$ cat config.mk
export PLATFORM = sky130hd
export DESIGN_NAME = ifetch_stage_flat
export DESIGN_NICKNAME = d
export VERILOG_FILES = /design/src/rtl/cpu_pkg.sv /design/src/rtl/ifetch_stage_if.sv /design/src/rtl/fetch_fifo.sv /design/src/rtl/ifetch_stage.sv /design/src/flat_wrapper.sv
export SDC_FILE = /design/constraint.sdc
export NUM_CORES = 1
export LEC_CHECK = 0
export BUFFER_PORTS_ARGS = -buffer_cell sky130_fd_sc_hd__buf_4
export CORE_MARGIN = 2
export CORE_UTILIZATION = 30
export CTS_BUF_LIST = sky130_fd_sc_hd__clkbuf_8
export CTS_CLUSTER_SIZE = 40
export DETAILED_ROUTE_END_ITERATION = 12
export PLACE_DENSITY = 0.48
export SLEW_MARGIN = 30
export SYNTH_ARGS = -nofsm -noshare
export SYNTH_HDL_FRONTEND = slang
export SYNTH_HIERARCHICAL = 1
export SYNTH_SLANG_ARGS = --single-unit
$ cat constraint.sdc
create_clock -name clk -period 8 [get_ports clk]
set_input_delay 1.6 -clock clk [delete_from_list [all_inputs] [get_ports clk]]
set_output_delay 1.6 -clock clk [all_outputs]
set_load 0.02 [all_outputs]
$ cat src/rtl/cpu_pkg.sv
// cpu_pkg: shared fetch types and constants (NOP_INSTR, WORD, fetch_entry_t)
package cpu_pkg;
  localparam logic [31:0] NOP_INSTR = 32'hE1A00000;
  localparam int WORD = 32;
  typedef struct packed {
    logic [WORD-1:0] instr;
    logic [WORD-1:0] pc;
  } fetch_entry_t;
endpackage

$ cat src/rtl/ifetch_stage_if.sv
// ifetch_stage_if: imem read handshake (req, addr out of fetch; ack, rdata back), modports master=fetch, slave=memory
interface ifetch_stage_if;
  import cpu_pkg::*;
  logic req;
  logic [WORD-1:0] addr;
  logic ack;
  logic [WORD-1:0] rdata;
  modport master(output req, addr, input ack, rdata);
  modport slave(input req, addr, output ack, rdata);
endinterface

$ cat src/rtl/fetch_fifo.sv
// fetch_fifo: prefetch queue (clk, rst, flush, push/din, pop/dout head, full, empty, count), flush and rst synchronous
module fetch_fifo
  import cpu_pkg::*;
#(
  parameter int DEPTH = 2,
  parameter type T = fetch_entry_t
) (
  input  logic clk,
  input  logic rst,
  input  logic flush,
  input  logic push,
  input  logic pop,
  input  T     din,
  output T     dout,
  output logic full,
  output logic empty,
  output logic [$clog2(DEPTH):0] count
);
  localparam int AW = $clog2(DEPTH);
  T mem [DEPTH];
  logic [AW-1:0] rd_ptr, wr_ptr;
  logic do_push, do_pop;
  always_comb begin
    full = count == (AW+1)'(DEPTH);
    empty = count == '0;
    do_push = push && !full;
    do_pop = pop && !empty;
    dout = mem[rd_ptr];
  end
  always_ff @(posedge clk) begin
    if (rst || flush) begin
      rd_ptr <= '0;
      wr_ptr <= '0;
      count <= '0;
    end else begin
      if (do_push) begin
        mem[wr_ptr] <= din;
        wr_ptr <= wr_ptr + 1'b1;
      end
      if (do_pop) rd_ptr <= rd_ptr + 1'b1;
      count <= count + (AW+1)'(do_push) - (AW+1)'(do_pop);
    end
  end
endmodule

$ cat src/rtl/ifetch_stage.sv
// ifetch_stage: fetch stage (clk, reset, stall, PCSrcW, BranchTargetW, imem master port, InstrF/PCPlus8/InstrValidF to decode; IFETCH_STATS_EN adds bubble_cnt/flush_cnt)
module ifetch_stage
  import cpu_pkg::*;
#(
  parameter int DEPTH = 2,
  parameter logic [31:0] RESET_PC = 32'h0
) (
  input  logic clk,
  input  logic reset,
  input  logic stall,
  input  logic PCSrcW,
  input  logic [WORD-1:0] BranchTargetW,
  ifetch_stage_if.master imem,
  output logic [WORD-1:0] InstrF,
  output logic [WORD-1:0] PCPlus8,
  output logic InstrValidF
`ifdef IFETCH_STATS_EN
  ,
  output logic [31:0] bubble_cnt,
  output logic [31:0] flush_cnt
`endif
);
  localparam int OW = $clog2(DEPTH) + 1;
  logic [WORD-1:0] pc, req_pc;
  logic outstanding, drop, issue, push, pop, full, empty;
  logic [OW-1:0] occ;
  fetch_entry_t head;
  fetch_fifo #(.DEPTH(DEPTH), .T(fetch_entry_t)) u_fifo (
    .clk(clk),
    .rst(reset),
    .flush(PCSrcW),
    .push(push),
    .pop(pop),
    .din('{instr: imem.rdata, pc: req_pc}),
    .dout(head),
    .full(full),
    .empty(empty),
    .count(occ)
  );
  always_comb begin
    issue = !reset && !outstanding && !drop && occ < OW'(DEPTH);
    imem.req = issue;
    imem.addr = pc;
    push = imem.ack && outstanding && !drop && !PCSrcW && !full;
    pop = !stall && !empty;
    InstrValidF = !empty;
    InstrF = empty ? NOP_INSTR : head.instr;
    PCPlus8 = (empty ? pc : head.pc) + 32'd8;
  end
  always_ff @(posedge clk) begin
    if (reset) begin
      pc <= {RESET_PC[31:2], 2'b00};
      req_pc <= {RESET_PC[31:2], 2'b00};
      outstanding <= 1'b0;
      drop <= 1'b0;
    end else begin
      outstanding <= issue || (outstanding && !imem.ack);
      drop <= PCSrcW ? (issue || (outstanding && !imem.ack)) : drop && !imem.ack;
      if (issue) req_pc <= pc;
      pc <= PCSrcW ? {BranchTargetW[31:2], 2'b00} : issue ? pc + 32'd4 : pc;
    end
  end
`ifdef IFETCH_STATS_EN
  always_ff @(posedge clk) begin
    if (reset) begin
      bubble_cnt <= '0;
      flush_cnt <= '0;
    end else begin
      if (!stall && empty) bubble_cnt <= bubble_cnt + 32'd1;
      if (PCSrcW) flush_cnt <= flush_cnt + 32'd1;
    end
  end
`endif
endmodule

$ cat src/flat_wrapper.sv
// flat-port wrapper written by rule: the top's interface ports become plain ports
module ifetch_stage_flat import cpu_pkg::*;
#(
  parameter int DEPTH = 2,
  parameter logic [31:0] RESET_PC = 32'h0
)
  (clk, reset, stall, PCSrcW, BranchTargetW, InstrF, PCPlus8, InstrValidF, imem_req, imem_addr, imem_ack, imem_rdata);
  ifetch_stage_if imem_i ();
  input  logic clk;
  input  logic reset;
  input  logic stall;
  input  logic PCSrcW;
  input  logic [WORD-1:0] BranchTargetW;
  output logic [WORD-1:0] InstrF;
  output logic [WORD-1:0] PCPlus8;
  output logic InstrValidF;
  output wire logic [$bits(imem_i.req)-1:0] imem_req;
  output wire logic [$bits(imem_i.addr)-1:0] imem_addr;
  input wire logic [$bits(imem_i.ack)-1:0] imem_ack;
  input wire logic [$bits(imem_i.rdata)-1:0] imem_rdata;
  assign imem_req = imem_i.req;
  assign imem_addr = imem_i.addr;
  assign imem_i.ack = imem_ack;
  assign imem_i.rdata = imem_rdata;
  ifetch_stage #(.DEPTH(DEPTH), .RESET_PC(RESET_PC)) u_core (.clk(clk), .reset(reset), .stall(stall), .PCSrcW(PCSrcW), .BranchTargetW(BranchTargetW), .imem(imem_i), .InstrF(InstrF), .PCPlus8(PCPlus8), .InstrValidF(InstrValidF));
endmodule
-- After elaboration in Yosys (flattened, before gate mapping)
Memories as Yosys holds them, arrays and structs flattened. A register that Yosys moved wholly into a read port is not among the register bits.
Index checks and enable logic that the tools add are counted.
- eq/ne operators: 1
- mux-type cells: 10
- reduce and logical (&&, ||, !) cells: 25
- add/subtract/negate cells: 6
- order comparisons: 1
- operators by type and width (operator ; count):
    $mux 32 ; 4
    $add 32x3->32 const B ; 1
    $add 32x4->32 const B ; 1
    $logic_and 1x1->1 ; 12
    $logic_not 1->1 ; 8
    $mux 1 ; 6
    $add 1x1->1 const B ; 2
    $add 2x1->2 ; 1
    $eq 2x2->1 const B ; 1
    $logic_not 2->1 ; 1
    $logic_or 1x1->1 ; 2
    $lt 2x2->1 const B ; 1
    $reduce_bool 2->1 ; 1
    $reduce_or 2->1 ; 1
    $sub 2x1->2 ; 1
- register bits after elaboration: 70
- output and inout port bits: 98
- memories: 1
- input bits: 69
- word-level logic and storage cells: 52
- memory bits (writable): 128
- memory list (name ; words ; width ; read ports ; clocked after Yosys merged registers in ; wr ports ; RTL line ; text):
    u_core.u_fifo.mem ; 2 ; 64 ; 1 ; 1 ; 1 ; fetch_fifo.sv:20 ; T mem [DEPTH];

-- Depth between registers and ports, before layout
Gate-level depths: netlist of run 1.
- word-level depth: 8
- mapped depth: 13
- depth with buffers taken out: 10

-- Modules after synthesis
The synthesis of run 1 kept the hierarchy.
- by module, submodules not included (module ; seq. area each (um2) ; times used ; cells an instance ; area each (um2)):
    fetch_fifo ; 3943.8 ; 1 ; 225 ; 5161.2
    ifetch_stage ; 1241.2 ; 1 ; 546 ; 4236.6

-- Least setup slack after synthesis of run 1
Ideal clock, no wire load.
- path kind: input-to-reg
- from: input PCSrcW
- to: memory u_core/u_fifo/mem[0][0] (netlist name) (enable)
- slack: 2351 ps
- stages: 5
- data arrival time: 5163 ps
- library setup time: 486 ps
- data required time: 7514 ps
- buffers on the path: 2
- cells stage by stage: clkbuf_1 buf_1 nor4_1 nand2_1 nor2_1
- word-level cells in the longest chain between the ends: 7
- elaborated cells between the ends (all ways): 8
- classes of those cells: mux: 3; reduce/logical: 5
- RTL lines (element ; RTL line ; text):
    start, declared ; flat_wrapper.sv:12 ; input logic PCSrcW;
    $logic_not 1->1 ; ifetch_stage.sv:44 ; push = imem.ack && outstanding && !drop && !PCSrcW && !full;
    $logic_and 1x1->1 (2 in series) ; ifetch_stage.sv:44 ;
    net u_core.push ; ifetch_stage.sv:25 ; logic outstanding, drop, issue, push, pop, full, empty;
    $logic_and 1x1->1 ; fetch_fifo.sv:26 ; do_push = push && !full;
    $mux 1 ; fetch_fifo.sv:36 ; if (do_push) begin
    $mux 1 ; fetch_fifo.sv:31 ; if (rst || flush) begin
    $mux 1 (not written as such) ; fetch_fifo.sv:37 ; mem[wr_ptr] <= din;
    end, declared ; fetch_fifo.sv:20 ;
The timed path passes the listed nets, and every way through them passes these cells.

-- Final worst setup path of run 1
- from: register u_core.u_fifo.count[1]
- to: output PCPlus8[27]
- word-level cells in the longest chain between the ends: 3
- RTL lines (element ; RTL line ; text):
    start, declared ; fetch_fifo.sv:17 ; output logic [$clog2(DEPTH):0] count
    start signal, assigned ; fetch_fifo.sv:41 ; count <= count + (AW+1)'(do_push) - (AW+1)'(do_pop);
    $logic_not 2->1 ; fetch_fifo.sv:25 ; empty = count == '0;
    net u_core.empty ; ifetch_stage.sv:25 ;
    $mux 32 ; ifetch_stage.sv:48 ; PCPlus8 = (empty ? pc : head.pc) + 32'd8;
    $add 32x4->32 ; ifetch_stage.sv:48 ;
    end, declared ; flat_wrapper.sv:15 ; output logic [WORD-1:0] PCPlus8;
The timed path passes the listed nets, and every way through them passes these cells.

==> flow_metrics.tcl, run 1 <==
set metrics [dict create \
    maxSlewHeadroom_pct 44.6 \
    powerDensity_nw_per_um2 169 \
    seq_area_frac_synth_pct 55.2 \
    dieArea_um2 32800 \
    overflow 0 \
    postCtsSetupBuffers 0 \
    total_power_mw 1.90 \
    mostFrequentLayoutCell "buf_4" \
    drv_slew 0 \
    drcViolationCount 0 \
    n_antenna_cell 0 \
    r2r_slack_ns 4.86 \
    initial_core_util_pct 30.6 \
    synthFlopType "edfxtp_1" \
    startpoint_type "register" \
    port_buffers 162 \
    yosys_warnings 6 \
    cts_resized 0 \
    syn_to_final_growth_pct 19.5 \
    num-fill-cells 3100 \
    skew_ns 0.0140 \
    fmax_ghz 0.185 \
    wl_um 22700 \
    dp_hpwl_um 14900 \
    vias 6079 \
    synth_top_family_by_area "simple AND/OR/NAND/NOR gates" \
    fp.dieW_um 181 \
    grt_start_max_net_pins 69 \
    setup_tns_ns 0 \
    postRouteAntennaNets 0 \
    layout_common_cells "169 x buf_4, 128 x edfxtp_1, 73 x nand2_1" \
    synth_adder_area_share_pct 0.533 \
    fin_util_pct 36.5 \
    insertion_delay_ns 0.46 \
    grt_pass1_vias 6033 \
    clk_pin_slew_ns 0.11 \
    synthXorXnorAreaFrac_pct 5.68 \
    numClockSinks 195 \
    crit_required_ns 6.40 \
    hold_buffers 0 \
    synth_area_leader_cell "edfxtp_1" \
    grt_pass1_wl_um 34700 \
    syn_area_per_cell_um2 12.2 \
    min_path_type "reg -> reg" \
    first_pass_iters 4 \
    drt_first_iter_violations 283 \
    synth-compound-area-share_pct 4.45 \
    drive_gt1_share_pct 31.4 \
    rr_worst_depth 8 \
    timing.rr.start "u_core/outstanding" \
    rsz0062_at_grt "no" \
    antenna_found_initial 0 \
    place_area_um2 10900 \
    globalplace.congestion 0.718 \
    ys_seq_elements 195 \
    yosysTopAreaCellShare_pct 40.9 \
    yosys.area_share.simple_pct 15.3 \
    endpoint "PCPlus8[27]" \
    grtUsageTotal_pct 13.9 \
    period_share_pct 67.6 \
    synth_cell_types 56 \
    worst-path-max-fanout 48 \
    yosys-mux-area-fraction_pct 14.8 \
    finalCriticalPeriod_ns 5.41 \
    postSynth.asyncResetShare_pct 0 \
    clockBufferDepth 2 \
    stdcell_area_um2 11200 \
    end_kind "output port" \
    h-tree-depth 4 \
    leakage_nw 4.31 \
    critPathLaunch "u_core/u_fifo/count[1]" \
    wl_per_cell_um 17.1 \
    hold_viol 0 \
    rows 64 \
    path_class "reg -> out" \
    root_buffer "clkbuf_8" \
    synth_area_leaders "edfxtp_1 41%, dfxtp_1 14%, mux2_4 9.6%" \
    ios 167 \
    synthCells 771 \
    cts_tree "built" \
    syn-cell-area_um2 9400 \
    synth_edf_count 128 \
    peakVddDrop_mv 0.0878 \
    setup_viol 0 \
    crit_arrival_ns 3.81 \
    final_nets 987 \
    cts_buffers 17 \
    core_um2 30700 \
    worst_slew_pin_slew_ns 0.832 \
    drv_cap 0 \
    via_per_inst 4.59 \
    die_y_um 181 \
    worstReg2RegEnd "u_core/imem.addr[29]" \
    status "completed" \
]
-- area by class of cell --
type                       instances  area, um^2  share of cell area [%]
multi-input combinational        520        3870                    34.5
clock buffer                      18         248                    2.21
tap                              396         495                    4.41
clock inverter                    14         120                    1.07
sequential                       195        5190                    46.2
inverter                          11        42.5                   0.379
timing repair buffer             169        1270                    11.3
-- routing by layer --
metal  track usage, %  routed length (um)
met5                0                   0
met2             23.9               11100
met4             3.64                 240
met1             17.9               10600
met3             2.78                 664
-- where the power goes --
group / internal (mW) / switching (mW)
Clock: 0.233 / 0.374
Combinational: 0.0785 / 0.0931
Sequential: 1.09 / 0.0292
Total: 1.40 / 0.497
-- sequential cells by signal, summed over array words and instances (netlist names), named ones only --
register	count
u_core/u_fifo/rd_ptr	1
u_core/u_fifo/count	2
u_core/u_fifo/mem	128
u_core/drop	1
u_core/imem.addr	30
u_core/u_fifo/wr_ptr	1
u_core/req_pc	30
u_core/outstanding	1
-- worst max-delay path, cell delays in order (launching register included) --
cell      delay, ns
dfxtp_1        0.41
nor2_4         0.13
buf_4          0.51
mux2i_1        0.20
inv_1          0.09
ha_1           0.20
inv_1          0.09
a211oi_4       0.40
nand4_1        0.43
nor3_1         0.33
xnor2_1        0.13
mux2i_1        0.22
buf_4          0.19
-- kinds of logic after synthesis --
group	after synthesis
adder cells (fa/ha/maj)	4
AO/OA/AOI/OAI	70
other	1
XOR/XNOR	61
flip-flops	195
buffers and inverters	61
AND/OR/NAND/NOR	271
multiplexers	108
-- worst min path at each step --
stage / start / endpoint / slack (ns) / cells past startpoint
floorplan: u_core/req_pc[2] / u_core/u_fifo/mem[0][2] / 0.43 / 0
global placement: u_core/req_pc[8] / u_core/u_fifo/mem[0][8] / 0.43 / 0
detailed placement: u_core/req_pc[22] / u_core/u_fifo/mem[1][22] / 0.44 / 0
CTS: u_core/req_pc[4] / u_core/u_fifo/mem[0][4] / 0.45 / 0
global route: u_core/req_pc[4] / u_core/u_fifo/mem[0][4] / 0.47 / 0
finish: u_core/req_pc[4] / u_core/u_fifo/mem[0][4] / 0.46 / 0
-- through the flow --
stage	setup WS (ns)	hold WS (ns)	std cells
final	2.59	0.456	1323
after global routing	2.27	0.471	1323
after CTS	2.44	0.447	1323
after detailed placement	3.01	0.439	1291
after global placement	3.05	0.433	1291
after floorplan	2.35	0.425	776
-- cells in the mapped netlist, types with 13 or more instances --
| master | instances |
|---|---|
| o21ai_0 | 39 |
| nor3_1 | 13 |
| nand2_1 | 73 |
| nand2b_1 | 31 |
| nand4_1 | 17 |
| mux2_4 | 60 |
| edfxtp_1 | 128 |
| nor2b_1 | 34 |
| a21oi_1 | 14 |
| nand3_1 | 23 |
| mux2i_1 | 39 |
| xnor2_1 | 37 |
| nor2_1 | 39 |
| dfxtp_1 | 67 |
| xor2_1 | 24 |
| clkbuf_1 | 26 |
No activity file was read; power rests on OpenSTA's default activity.
==> run 2: changes to the inputs <==
Settings changed: ABC_AREA set to 1, PLACE_DENSITY 0.48 to 0.5.
Clock period 8 ns to 4.7 ns, I/O delays scaled along.
==> run 2 against run 1 <==
Critical path depth fell by 3. Total power rose by 76%. Clock skew rose by 0.0022 ns. Sequential share of layout area fell by 2.7 points. Clock-buffer cell count did not move. Global-route usage rose by 1.5 points. Sequential power rose by 70%. Critical endpoint is now PCPlus8[17].
==> flow_metrics.tcl, run 2 <==
set metrics [dict create \
    status "completed" \
    cts_resized 0 \
    yosysTopAreaCellShare_pct 38.4 \
    dp_hpwl_um 19100 \
    wl_per_cell_um 15.8 \
    initial_core_util_pct 30.6 \
    pwr-share-seq_pct 56.9 \
    num-fill-cells 3470 \
    wl_um 26900 \
    regMostFlops "u_core/u_fifo/mem" \
    root_buffer "clkbuf_8" \
    synth_common_cells "271 x nand2_1, 128 x edfxtp_1, 124 x nor2_1" \
    worst_slew_pin_slew_ns 0.845 \
    yosys_warnings 6 \
    place_area_um2 11600 \
    syn_area_per_cell_um2 9.21 \
    hold_buffers 0 \
    drcViolationCount 0 \
    drive_gt1_share_pct 24.8 \
    crit_arrival_ns 3.04 \
    crit_required_ns 3.76 \
    first_pass_iters 5 \
    die_y_um 187 \
    hold_path_depth 0 \
    hold_viol 0 \
    final_nets 1313 \
    setup_viol 0 \
    path_class "reg -> out" \
    overflow 0 \
    grtUsageTotal_pct 15.5 \
    vias 7760 \
    globalplace.congestion 0.830 \
    clockBufferDepth 2 \
    syn-cell-area_um2 10000 \
    grt_pass1_wl_um 41900 \
    ios 167 \
    synth_area_leaders "edfxtp_1 38%, dfxtp_1 13%, nand2_1 10%" \
    cts_tree "built" \
    peakVddDrop_mv 0.155 \
    core_um2 32700 \
    regArea_um2 5190 \
    min_path_type "reg -> reg" \
    synth_most_common_cell "nand2_1" \
    synth_edf_count 128 \
    worst-path-max-fanout 30 \
    finalCriticalPeriod_ns 3.98 \
    postRouteAntennaNets 0 \
    grt_start_max_net_pins 62 \
    synth_area_leader_cell "edfxtp_1" \
    port_buffers 162 \
    cts_buffers 17 \
    syn_to_final_growth_pct 19.3 \
    skew_ns 0.0162 \
    maxSlewHeadroom_pct 43.6 \
    stdcell_area_um2 11900 \
    drt_first_iter_violations 418 \
    worstReg2RegEnd "u_core/u_fifo/count[1]" \
    combPwrFrac_pct 11.3 \
    layout_common_cells "271 x nand2_1, 170 x buf_4, 128 x edfxtp_1" \
    largest_reg_flops 128 \
    synth_cell_types 38 \
    powerDensity_nw_per_um2 280 \
    setup_tns_ns 0 \
    h-tree-depth 4 \
    synthCells 1087 \
    multi_input_area_um2 4100 \
    ys_seq_elements 195 \
    r2r_slack_ns 2.14 \
    p_sw_mw 0.904 \
    synthFlopType "edfxtp_1" \
    end_kind "output port" \
    via_per_inst 4.58 \
    antenna_found_initial 0 \
    internal_power_mw 2.44 \
    postSynth.asyncResetShare_pct 0 \
    leakage_nw 4.69 \
    period_share_pct 84.7 \
    drv_slew 0 \
    fmax_ghz 0.251 \
    postCtsSetupBuffers 0 \
    rr_worst_depth 14 \
    p_sw_share_pct 27.0 \
    seq_area_frac_synth_pct 51.8 \
    dieArea_um2 34800 \
    rsz0062_at_grt "no" \
    timing.rr.start "u_core/u_fifo/count[1]" \
    min_to "u_core/u_fifo/mem[0][15]" \
    grt_pass1_vias 7555 \
    power_frac_clock_pct 31.8 \
    mostFrequentLayoutCell "nand2_1" \
    insertion_delay_ns 0.47 \
    fp.dieW_um 187 \
    startpoint_type "register" \
    rows 66 \
    clk_pin_slew_ns 0.10 \
    drv_cap 0 \
    numClockSinks 195 \
    min-delay-start "u_core/req_pc[15]" \
    n_antenna_cell 0 \
]
-- run 2: worst max-delay path by stage --
stage	cells after the start	slack [ns]	startpoint	endpoint
global placement	9	1.12	register	PCPlus8[17]
floorplan	5	0.88	PCSrcW	u_core/u_fifo/mem[1][0]
global route	9	0.43	register	PCPlus8[17]
CTS	9	0.58	register	PCPlus8[17]
finish	9	0.72	register	PCPlus8[17]
detailed placement	9	1.13	register	PCPlus8[17]
-- run 2: kinds of logic after synthesis --
logic type / share of synthesized area [%]
XOR/XNOR: 1.57
adder cells (fa/ha/maj): 0.500
AO/OA/AOI/OAI: 6.96
multiplexers: 9.45
other: 0.0375
AND/OR/NAND/NOR: 22.1
buffers and inverters: 7.60
flip-flops: 51.8
-- run 2: metrics by stage --
| step | power [mW] | utilization [%] | hold WS (ns) | worst slack [ns] | std cells |
|---|---|---|---|---|---|
| final | 3.34 | 36.5 | 0.460 | 0.720 | 1695 |
| after global routing | 3.50 | 36.5 | 0.466 | 0.431 | 1695 |
| after CTS | 3.40 | 36.5 | 0.455 | 0.579 | 1695 |
| after detailed placement | 2.32 | 35.4 | 0.439 | 1.13 | 1663 |
| after global placement | 2.32 | 35.4 | 0.432 | 1.12 | 1663 |
| after floorplan | 2.14 | - | 0.426 | 0.884 | 1092 |
-- run 2: cell type report --
cell class                 instances  area share [%]
clock buffer                      18            2.08
clock inverter                    14            1.08
inverter                         112            3.54
tap                              442            4.63
multi-input combinational        743            34.4
timing repair buffer             171            10.9
sequential                       195            43.5
-- run 2: power groups by stage --
stage	Sequential [mW]	Combinational (mW)	Clock, mW
2_1_floorplan	1.95	0.193	0
3_3_place_gp	1.94	0.379	0
3_5_place_dp	1.94	0.382	0
4_1_cts	1.90	0.384	1.11
5_1_grt	1.91	0.418	1.17
6_report	1.90	0.378	1.06
-- run 2: worst max-delay path, cell delays in order (launching register included) --
cell and delay, ns:
dfxtp_4 0.78, mux2_4 0.27, nand2_1 0.06, nand2_2 0.18, ha_1 0.30, nand3_2 0.20
nor2_2 0.23, nand3_1 0.12, xnor2_1 0.24, buf_4 0.19
-- run 2: layer usage --
layer	wire, um	vias up	track usage (%)
met3	1030	24	2.41
met2	12700	176	25.5
li1	-	3888	-
met4	431	0	4.64
met5	0	-	0
met1	12700	3672	20.9
==> run 3: changes to the inputs <==
Clock period 4.7 ns to 3.2 ns, I/O delays scaled along.
==> run 3 against run 2 <==
First-iteration DRC count down 14%. Register-to-register slack got worse by 1.3 ns. Critical path depth increased by 5. Sequential power rose by 47%. Clock-buffer cell count fell by 1. Die area did not move. Non-clock buffer count up 29. Critical endpoint is now PCPlus8[30]. Largest power group unchanged. Highest routed layer unchanged.
==> flow_metrics.tcl, run 3 (synthesized netlist as in run 2, its figures left out) <==
set metrics [dict create \
    status "completed" \
    die_y_um 187 \
    cts_tree "built" \
    hold_viol 0 \
    drv_slew 0 \
    peakVddDrop_mv 0.232 \
    path_cells "nor2_4, buf_12, buf_12, nand2_1, nand2_2, buf_4, nand2_2, nor2_4, nand2_2, nor2_4, nand2_1, nand2_1, nand2_1, buf_4" \
    largest_reg_flops 128 \
    regMostFlops "u_core/u_fifo/mem" \
    rsz0062_at_grt "yes" \
    worst-path-max-fanout 10 \
    finalCriticalPeriod_ns 3.05 \
    layout_common_cells "248 x nand2_1, 189 x buf_4, 128 x edfxtp_1" \
    clk_pin_slew_ns 0.10 \
    final_nets 1342 \
    fmax_ghz 0.328 \
    wl_um 27100 \
    slowest_stage "dfxtp_4" \
    period_share_pct 95.3 \
    num-fill-cells 3417 \
    postRouteAntennaNets 0 \
    grt_start_max_net_pins 59 \
    critPathMostFrequentCell "nand2_1" \
    grt_pass1_vias 7554 \
    drcViolationCount 0 \
    cpLargestDelayFamily "simple AND/OR/NAND/NOR gates" \
    h-tree-depth 4 \
    setup_viol 0 \
    stdcell_area_um2 12600 \
    dp_hpwl_um 19500 \
    globalplace.congestion 0.838 \
    min_path_type "in -> reg" \
    cts_buffers 17 \
    n_antenna_cell 0 \
    clockBufferDepth 2 \
    wl_per_cell_um 15.7 \
    path_class "reg -> out" \
    maxSlewHeadroom_pct 56.5 \
    port_buffers 162 \
    slowest_delay_ns 0.36 \
    multi_input_area_um2 4400 \
    mostFrequentLayoutCell "nand2_1" \
    vias 7835 \
    insertion_delay_ns 0.47 \
    leakage_nw 4.92 \
    crit_required_ns 2.56 \
    grt_pass1_wl_um 41200 \
    drt_first_iter_violations 360 \
    crit_arrival_ns 2.41 \
    skew_ns 0.0144 \
    via_per_inst 4.54 \
    grtUsageTotal_pct 15.2 \
    overflow 0 \
    cp_num_buf_inv 4 \
    first_pass_iters 5 \
    ios 167 \
    core_um2 32700 \
    antenna_found_initial 0 \
    syn_to_final_growth_pct 25.8 \
    startpoint_type "register" \
    drv_cap 0 \
    whs_ns 0.352 \
    numClockSinks 195 \
    initial_core_util_pct 30.6 \
    fp.dieW_um 187 \
    drive_gt1_share_pct 30.7 \
    hold_buffers 0 \
    rows 66 \
    end_kind "output port" \
    root_buffer "clkbuf_8" \
    worst_slew_pin_slew_ns 0.653 \
    place_area_um2 11700 \
    dieArea_um2 34800 \
    powerDensity_nw_per_um2 391 \
    regArea_um2 5200 \
]
==> run 3: cell count changes in the layout (fill, tap and decap cells not counted), sizes merged <==
cell and delta:
buf +26, clkbuf +2, clkinvlp +1
==> run 3: stage by stage <==
stage	util (%)	instances	TNS, ns	power (mW)	worst slack, ns
floorplan	-	1092	-0.615	3.15	-0.00961
global route	38.5	1724	-0.0344	5.15	-0.0131
detailed placement	35.9	1681	0	3.43	0.278
finish	38.5	1724	0	4.92	0.151
CTS	37.5	1716	-0.0368	4.96	-0.0216
global placement	35.9	1681	0	3.43	0.275
==> run 3: layout make-up <==
cell class,instances,share of cell area (%)
clock buffer,17,1.86
tap,442,4.39
clock inverter,15,1.05
multi-input combinational,743,34.9
timing repair buffer,200,13.1
sequential,195,41.3
inverter,112,3.47
==> run 3: repair_timing <==
action,4_1_cts,5_1_grt
pin swaps,1,16
setup endpoints to repair,23,20
setup buffers,3,5
hold endpoints to repair,0,0
cloned,0,3
gates resized for setup,30,65
==> run 3: worst paths after layout <==
kind,start,endpoint,slack (ns),cells past startpoint
max,u_core/u_fifo/count[1],PCPlus8[30],0.15,14
min,imem_rdata[17],u_core/u_fifo/mem[0][49],0.35,1
max reg2reg,u_core/u_fifo/count[1],u_core/u_fifo/count[1],0.82,15
min reg2reg,u_core/req_pc[23],u_core/u_fifo/mem[0][23],0.46,0
==> run 3: worst reg2reg max path, cell delays in order (launching register included) <==
cell	delay, ns
dfxtp_4	0.36
nor2_4	0.12
buf_12	0.15
buf_4	0.11
buf_4	0.11
buf_4	0.36
nor2_1	0.13
inv_1	0.07
nor2_1	0.05
ha_1	0.29
inv_1	0.04
ha_1	0.18
inv_1	0.06
nand2_1	0.07
a21oi_1	0.15
nor2_1	0.05
==> run 3: layer usage <==
layer,track usage (%),wire length [um],vias to the layer above,part of all wire (%)
met5,0,0,-,0
met4,4.46,422,0,1.6
met3,2.35,889,23,3.3
met2,24.7,12500,165,46
met1,20.9,13200,3705,49
li1,-,-,3942,-
==> run 3: where the power goes <==
| part | total [mW] | internal (mW) | switching (mW) |
|---|---|---|---|
| clock | 1.52 | 0.623 | 0.895 |
| sequential | 2.79 | 2.73 | 0.0560 |
| combinational | 0.616 | 0.238 | 0.378 |
| total | 4.92 | 3.59 | 1.33 |
